## config.mk

```make
export PLATFORM = sky130hd
export DESIGN_NAME = pipe_stage_skid
export DESIGN_NICKNAME = d
export VERILOG_FILES = /design/src/rtl/pipe_pkg.sv /design/src/rtl/pipe_stat_cnt.sv /design/src/rtl/pipe_stage_skid.sv
export SDC_FILE = /design/constraint.sdc
export NUM_CORES = 1
export LEC_CHECK = 0
export ABC_CLOCK_PERIOD_IN_PS = 4000
export CAP_MARGIN = 20
export CORE_ASPECT_RATIO = 1.5
export CORE_MARGIN = 4
export CORE_UTILIZATION = 55
export DETAILED_ROUTE_END_ITERATION = 16
export DONT_BUFFER_PORTS = 1
export GPL_TIMING_DRIVEN = 0
export PLACE_DENSITY_LB_ADDON = 0.12
export SYNTH_ARGS = -nofsm -noshare
export SYNTH_HDL_FRONTEND = slang
export SYNTH_HIERARCHICAL = 1
export SYNTH_SLANG_ARGS = --single-unit
```

## constraint.sdc

```tcl
create_clock -name clk -period 4 [get_ports clk]
set_input_delay 0.8 -clock clk [delete_from_list [all_inputs] [get_ports clk]]
set_output_delay 0.8 -clock clk [all_outputs]
set_load 0.02 [all_outputs]
```

## src/rtl/pipe_pkg.sv

```systemverilog
// Shared definitions for the pipeline stage registers: bundle field widths and
// the occupancy-encoded state of the skid stage.
package pipe_pkg;

  localparam int unsigned CTRL_W    = 5;
  localparam int unsigned EXE_CMD_W = 4;
  localparam int unsigned DEST_W    = 4;
  localparam int unsigned SHIFT_W   = 12;
  localparam int unsigned IMM24_W   = 24;
  localparam int unsigned WORD_W    = 32;
  localparam int unsigned IMM_W     = 1;

  // ID->EXE bundle: ctrl, exe_cmd, PC/Rn/Rm, imm flag, shift operand, imm24, dest.
  localparam int unsigned ID_EXE_W = CTRL_W + EXE_CMD_W + 3 * WORD_W + IMM_W + SHIFT_W +
                                     IMM24_W + DEST_W;

  // Encoding equals the number of entries held, so occ is the state register itself.
  typedef enum logic [1:0] {
    StEmpty = 2'd0,
    StOne   = 2'd1,
    StFull  = 2'd2
  } stage_state_e;

endpackage

```

## src/rtl/pipe_stat_cnt.sv

```systemverilog
// Saturating event counter; cleared only by reset.
module pipe_stat_cnt #(
  parameter int unsigned Width = 16
) (
  input  logic             clk,
  input  logic             rst_n,
  input  logic             inc,
  output logic [Width-1:0] cnt
);

  logic [Width-1:0] cnt_q;

  // Count events, sticking at all-ones.
  always_ff @(posedge clk or negedge rst_n) begin
    if (!rst_n) begin
      cnt_q <= '0;
    end else if (inc && (cnt_q != {Width{1'b1}})) begin
      cnt_q <= cnt_q + 1'b1;
    end
  end

  assign cnt = cnt_q;

endmodule

```

## src/rtl/pipe_stage_skid.sv

```systemverilog
// Ready/valid pipeline stage with a 2-entry skid buffer. in_ready is decoded
// from the state register only, and out_data comes straight from the main
// register, so there is no combinational path from in_* to out_*.
// Optional stall statistics: define PIPE_STAGE_STATS_EN.
module pipe_stage_skid
  import pipe_pkg::*;
#(
  parameter int unsigned DATA_W     = ID_EXE_W,
  parameter bit          FLUSH_ZERO = 1'b1,
  parameter int unsigned CNT_W      = 16
) (
  input  logic              clk,
  input  logic              rst_n,
  input  logic              flush,
  input  logic              in_valid,
  output logic              in_ready,
  input  logic [DATA_W-1:0] in_data,
  output logic              out_valid,
  input  logic              out_ready,
  output logic [DATA_W-1:0] out_data,
  output logic [1:0]        occ,
  output logic [CNT_W-1:0]  stall_cnt
);

  stage_state_e      state_q, state_d;
  logic [DATA_W-1:0] main_q, main_d;
  logic [DATA_W-1:0] skid_q, skid_d;
  logic              in_fire;
  logic              out_fire;

  assign in_fire  = in_valid & in_ready;
  assign out_fire = out_valid & out_ready;

  // State register.
  always_ff @(posedge clk or negedge rst_n) begin
    if (!rst_n) begin
      state_q <= StEmpty;
    end else begin
      state_q <= state_d;
    end
  end

  // Next-state: flush wins over any handshake in the same cycle.
  always_comb begin
    state_d = state_q;
    if (flush) begin
      state_d = StEmpty;
    end else begin
      unique case (state_q)
        StEmpty: if (in_fire) state_d = StOne;
        StOne: begin
          if (in_fire && !out_fire) begin
            state_d = StFull;
          end else if (!in_fire && out_fire) begin
            state_d = StEmpty;
          end
        end
        StFull:  if (out_fire) state_d = StOne;
        default: state_d = StEmpty;
      endcase
    end
  end

  // Outputs decoded from the state register.
  always_comb begin
    in_ready  = 1'b1;
    out_valid = 1'b0;
    occ       = 2'd0;
    unique case (state_q)
      StEmpty: ;
      StOne: begin
        out_valid = 1'b1;
        occ       = 2'd1;
      end
      StFull: begin
        in_ready  = 1'b0;
        out_valid = 1'b1;
        occ       = 2'd2;
      end
      default: ;
    endcase
  end

  // Payload steering: main always holds the older entry, skid the newer one.
  always_comb begin
    main_d = main_q;
    skid_d = skid_q;
    if (flush) begin
      if (FLUSH_ZERO) begin
        main_d = '0;
        skid_d = '0;
      end
    end else begin
      unique case (state_q)
        StEmpty: if (in_fire) main_d = in_data;
        StOne: begin
          if (in_fire && out_fire) begin
            main_d = in_data;
          end else if (in_fire) begin
            skid_d = in_data;
          end
        end
        StFull:  if (out_fire) main_d = skid_q;
        default: ;
      endcase
    end
  end

  // Payload registers.
  always_ff @(posedge clk or negedge rst_n) begin
    if (!rst_n) begin
      main_q <= '0;
      skid_q <= '0;
    end else begin
      main_q <= main_d;
      skid_q <= skid_d;
    end
  end

  assign out_data = main_q;

`ifdef PIPE_STAGE_STATS_EN
  pipe_stat_cnt #(
    .Width(CNT_W)
  ) u_stat_cnt (
    .clk  (clk),
    .rst_n(rst_n),
    .inc  (out_valid & ~out_ready),
    .cnt  (stall_cnt)
  );
`else
  assign stall_cnt = '0;
`endif

endmodule
```

Word level (Yosys, flattened, before mapping)
Cells that the tools add are included.
{"block": "word_totals", "reg_bits": 294, "inputBits": 151, "out_inout_bits": 166}
{"block": "classes", "n_eq_ne": 7, "mux": 17, "n_bitwise": 2, "n_reduce_logical": 13}
{"cell": "two-way mux 146 bit", "count": 7}
{"cell": "case mux 146 bit (3 select lines)", "count": 1}
{"cell": "two-way mux 2 bit", "count": 5}
{"cell": "inequality test 3 bit (second input constant)", "count": 3}
{"cell": "case mux 2 bit (3 select lines)", "count": 1}
{"cell": "AND reduction 3 bit", "count": 2}
{"cell": "inequality test 4 bit (second input constant)", "count": 1}
{"cell": "case mux 2 bit (2 select lines)", "count": 1}
{"cell": "AND reduction 4 bit", "count": 1}
{"cell": "nonzero test 2 bit", "count": 2}
{"cell": "nonzero test 4 bit", "count": 1}
{"cell": "logical AND 1 bit", "count": 3}
{"cell": "AND 1 bit", "count": 2}
{"cell": "== test 2 x 1 -> 1 bit (second input constant)", "count": 1}
{"cell": "== test 2 bit (second input constant)", "count": 1}
{"cell": "logical NOT 1 bit", "count": 2}
{"cell": "logical NOT 2 bit", "count": 1}
{"cell": "two-way mux 1 bit", "count": 2}
{"cell": "inequality test 2 bit (second input constant)", "count": 1}
{"cell": "OR reduction 2 bit", "count": 1}

Logic depth before layout (Yosys ltp)
{"block": "depth", "word_depth": 9, "depth_mapped": 9, "mapped_depth_nobuf": 6}

Least setup slack after synthesis
Ideal clock, no wire load.
{"block": "synth_timing", "path_type": "register to register", "start": "register state_q[0]", "end": "register main_q[47] (netlist: out_data[47])", "t_arrival_ps": 2055, "required_ps": 3873, "path_slack_ps": 1818, "path_stages_with_launch": 9, "period_less_slack_ps": 2182, "path_cell_list": "dfrtp_1 > inv_1 > ha_1 > and2_1 > nand2_1 > a211oi_2 > buf_6 > buf_6 > mux2_1"}
{"block": "synth_via", "elab_chain_len": 7}
{"item": "start: declaration", "line_no": "pipe_stage_skid.sv:25", "rtl": "stage_state_e state_q, state_d;"}
{"item": "start signal: assignment", "line_no": "pipe_stage_skid.sv:37", "rtl": "state_q <= StEmpty;"}
{"item": "start signal: assignment", "line_no": "pipe_stage_skid.sv:39", "rtl": "state_q <= state_d;"}
{"item": "== test 2 bit or == test 2 x 1 -> 1 bit (tied branches)", "line_no": "pipe_stage_skid.sv:69", "rtl": "unique case (state_q)"}
{"item": "OR reduction 2 bit (no line) *"}
{"item": "two-way mux 1 bit *", "line_no": "pipe_stage_skid.sv:69"}
{"item": "named net out_valid", "line_no": "pipe_stage_skid.sv:18", "rtl": "output logic out_valid,"}
{"item": "AND 1 bit *", "line_no": "pipe_stage_skid.sv:32", "rtl": "assign out_fire = out_valid & out_ready;"}
{"item": "logical AND 1 bit", "line_no": "pipe_stage_skid.sv:97", "rtl": "if (in_fire && out_fire) begin"}
{"item": "inequality test 3 bit (no line)"}
{"item": "AND reduction 4 bit (no line) *"}
{"item": "end signal: assignment", "line_no": "pipe_stage_skid.sv:115", "rtl": "main_q <= main_d;"}
{"item": "end: declaration", "line_no": "pipe_stage_skid.sv:26", "rtl": "logic [DATA_W-1:0] main_q, main_d;"}
The timed path passes the listed nets; every way through them passes the cells marked *.
A chain may end at the register's enable or synchronous reset.

Worst setup path in the final report
{"block": "layout_timing", "start": "register state_q[0]", "end": "register skid_q[82]"}
{"block": "layout_via", "elab_chain_len": 7}
{"item": "== test 2 bit or == test 2 x 1 -> 1 bit (tied branches)", "line_no": "pipe_stage_skid.sv:69"}
{"item": "OR reduction 2 bit (no line) *"}
{"item": "two-way mux 1 bit *", "line_no": "pipe_stage_skid.sv:69"}
{"item": "named net out_valid", "line_no": "pipe_stage_skid.sv:18"}
{"item": "AND 1 bit *", "line_no": "pipe_stage_skid.sv:32"}
{"item": "logical AND 1 bit *", "line_no": "pipe_stage_skid.sv:97"}
{"item": "inequality test 2 bit (no line) *"}
{"item": "AND reduction 3 bit (no line) *"}
{"item": "end signal: assignment", "line_no": "pipe_stage_skid.sv:116", "rtl": "skid_q <= skid_d;"}
{"item": "end: declaration", "line_no": "pipe_stage_skid.sv:27", "rtl": "logic [DATA_W-1:0] skid_q, skid_d;"}
Marks and branches as above.

==> flow_metrics.tcl <==
set metrics [dict create \
    number_of_synthesized_register_bits 294 \
    run_status "finished with violations" \
    timing_hold_violations_final 18 \
    postSynthAreaPerCell_um2 13.1 \
    portBuffers 0 \
    synthesis.area_um2 13100 \
    num_antenna_cells 0 \
    fp.dieArea_um2 26400 \
    p_leak_nw 6.83 \
    totalWireLength_mm 30.3 \
    pwr_density_cell_nw_per_um2 733 \
    timing.critical_path.cells "inv_1, ha_1, nand2_1, a31oi_1, clkbuf_1, clkbuf_1, a22o_1" \
    core_um2 23200 \
    grt_antenna_before_repair 0 \
    gp_routability_congestion 0.806 \
    number_of_drc_violations_after_detailed_routing_iteration_0 334 \
    gr-total-overflow 0 \
    final.setup.tns_ns 0 \
    critPathMostFrequentCell "sky130_fd_sc_hd__clkbuf_1" \
    setup-violations-final 0 \
    numCtsBuffers 28 \
    grt_start_max_net_pins 295 \
    timing.critical_path.from "state_q[0]" \
    grt_pass1_wl_mm 47.5 \
    synthArstFlopShare 1.00 \
    detail-route-antenna-nets 0 \
    failing_checks "hold timing" \
    cts_buffer_depth 3 \
    avgViaCountPerCell 5.75 \
    final-instance-count-excl-fill 1384 \
    detail_route.first_pass.iterations 4 \
    vias 7964 \
    synth_cell_type_count 29 \
    hold_path_class "primary input to asynchronous set/reset pin" \
    grt_setup_unrepaired "no" \
    first_global_vias 8317 \
    timing.max_cap.violations 0 \
    slew_violations 0 \
    root_buffer "sky130_fd_sc_hd__clkbuf_16" \
    cp_slowest_stage_delay_ns 0.59 \
    postLayoutCoreUtil 0.628 \
    layout_cell_share_with_drive_strength_beyond_1 0.109 \
    cts_tree "built" \
    hold-worst-slack_ns -0.0405 \
    power.total_mw 10.7 \
    crit_family "buffers and inverters" \
    timing.final.crit_share 0.663 \
    drc_errors 0 \
    initial_core_utilization 0.564 \
    worst-endpoint-arrival_ns 3.12 \
    worst_skew_pair.late_latency_ns 0.54 \
    number_of_placed_instances_with_taps_included 1332 \
    synth_cells 1002 \
    synth_seq_area_share 0.561 \
    wire_per_inst_um 21.9 \
    boundaryPins 317 \
    track_usage 0.224 \
    critical_path.reg2reg.startpoint "state_q[0]" \
    yosys_most_used_dff "sky130_fd_sc_hd__dfrtp_1" \
    busiest_layer "met2" \
    use_met1 0.278 \
    critical_path_buf_inv_count 3 \
    synthesis.yosys.warnings 6 \
    synth-edff-count 0 \
    synth_to_final_area_change_pct 11.2 \
    die_h_um 197 \
    clock_sinks 294 \
    worstPathRequired_ns 4.47 \
    ir_worst_vdd_mv 0.430 \
    most-common-layout-cells "sky130_fd_sc_hd__dfrtp_1 (294), sky130_fd_sc_hd__mux2i_1 (147), sky130_fd_sc_hd__nor2_1 (146), sky130_fd_sc_hd__a22o_1 (146), sky130_fd_sc_hd__mux2_1 (140)" \
    critPathSlowestCell "sky130_fd_sc_hd__clkbuf_1" \
    cts_repair_resize_count 0 \
    cp-end-kind "flip-flop" \
    critPathKind "flip-flop to flip-flop" \
    clock_tree.htree_level_count 1 \
    slew_headroom 0.222 \
    fmax_mhz 377 \
    worst_setup_path_start_kind "flip-flop" \
    cts.reportedPaths.clkPinSlew_ns 0.07 \
    grt_util_met2 0.364 \
    mostFrequentLayoutCell "sky130_fd_sc_hd__dfrtp_1" \
    post_dp_hpwl_mm 20.8 \
    finalWorstPathRequiredPeriod_ns 2.65 \
    skew_ns 0.0156 \
    die_w_um 134 \
    fin_nets 1203 \
    met3_track_demand_over_resource_in_global_routing 0.0874 \
    crit_path_max_fanout 10 \
    worst-slew-pin-transition_ns 1.17 \
    post-cts-setup-buffer-count 0 \
    rows 68 \
]
-- cells in the mapped netlist, drive strengths merged (2+ instances only) --
cell / instances / area [um^2]
mux2i: 147 / 1470
clkbuf: 32 / 120
buf: 66 / 492
nand2: 2 / 7.51
nor2b: 2 / 20.0
a22o: 146 / 1280
inv: 3 / 11.3
nand2b: 2 / 12.5
dfrtp: 294 / 7360
nor2: 146 / 548
mux2: 146 / 1640
ha: 5 / 62.6
-- metal layers --
metal  wire length (um)  part of all wire
met2              14500              0.48
met1              11700              0.39
met3               3040              0.10
met4               1050             0.035
met5                  0                 0
-- stage by stage --
step / cell area (um^2) / worst slack [ns] / hold WS, ns
finish: 14600 / 1.35 / -0.0405
global route: 14600 / 1.14 / -0.0622
CTS: 14600 / 1.32 / -0.0577
detailed placement: 13600 / 1.32 / 0.491
global placement: 13600 / 1.36 / 0.487
floorplan: 13200 / 1.82 / 0.473
-- cell type report --
class / instances / area [um^2]
plain buffers: 98 / 612
clock buffers: 43 / 898
clock inverters: 9 / 120
fillers: 1888 / 8650
inverters: 3 / 11.3
multi-input cells: 622 / 5180
flip-flops and latches: 294 / 7360
well taps: 315 / 394
-- cells by family after synthesis --
kind of cell / Yosys count / synth area share
fa+ha+maj: 5 / 0.00477
other cells: 1 / 0.000286
simple gates: 155 / 0.0462
mux: 293 / 0.238
xor+xnor: 1 / 0.000668
flops: 294 / 0.561
buf+inv: 101 / 0.0475
compound gates: 152 / 0.102
-- where the power goes --
group          leakage (nW)  switching (mW)  internal (mW)
clock network         0.512            1.15           1.73
logic                  2.40            1.18           1.23
registers              3.93            1.53           3.86
-- worst paths after layout --
path                            endpoint  slack [ns]  cells after the start
max                           skid_q[82]        1.35                      7
min                        out_data[126]       -0.04                      0
max reg2reg                   skid_q[82]        1.35                      7
min reg2reg                   skid_q[93]        0.50                      1
max in group asynchronous     state_q[1]        3.09                      0
min in group clk              skid_q[44]        0.38                      1
-- state kept, by name (all words and copies together), names as in the netlist --
register  cells
out_data    146
skid_q      146
state_q       2
-- worst reg2reg max path: stages, from the launching register on --
cell and delay, ns:
sky130_fd_sc_hd__dfrtp_1 0.38, sky130_fd_sc_hd__inv_1 0.10, sky130_fd_sc_hd__ha_1 0.47, sky130_fd_sc_hd__nand2_1 0.12, sky130_fd_sc_hd__a31oi_1 0.20, sky130_fd_sc_hd__clkbuf_1 0.59
sky130_fd_sc_hd__clkbuf_1 0.49, sky130_fd_sc_hd__a22o_1 0.23
(Power assumes the default switching activity.)
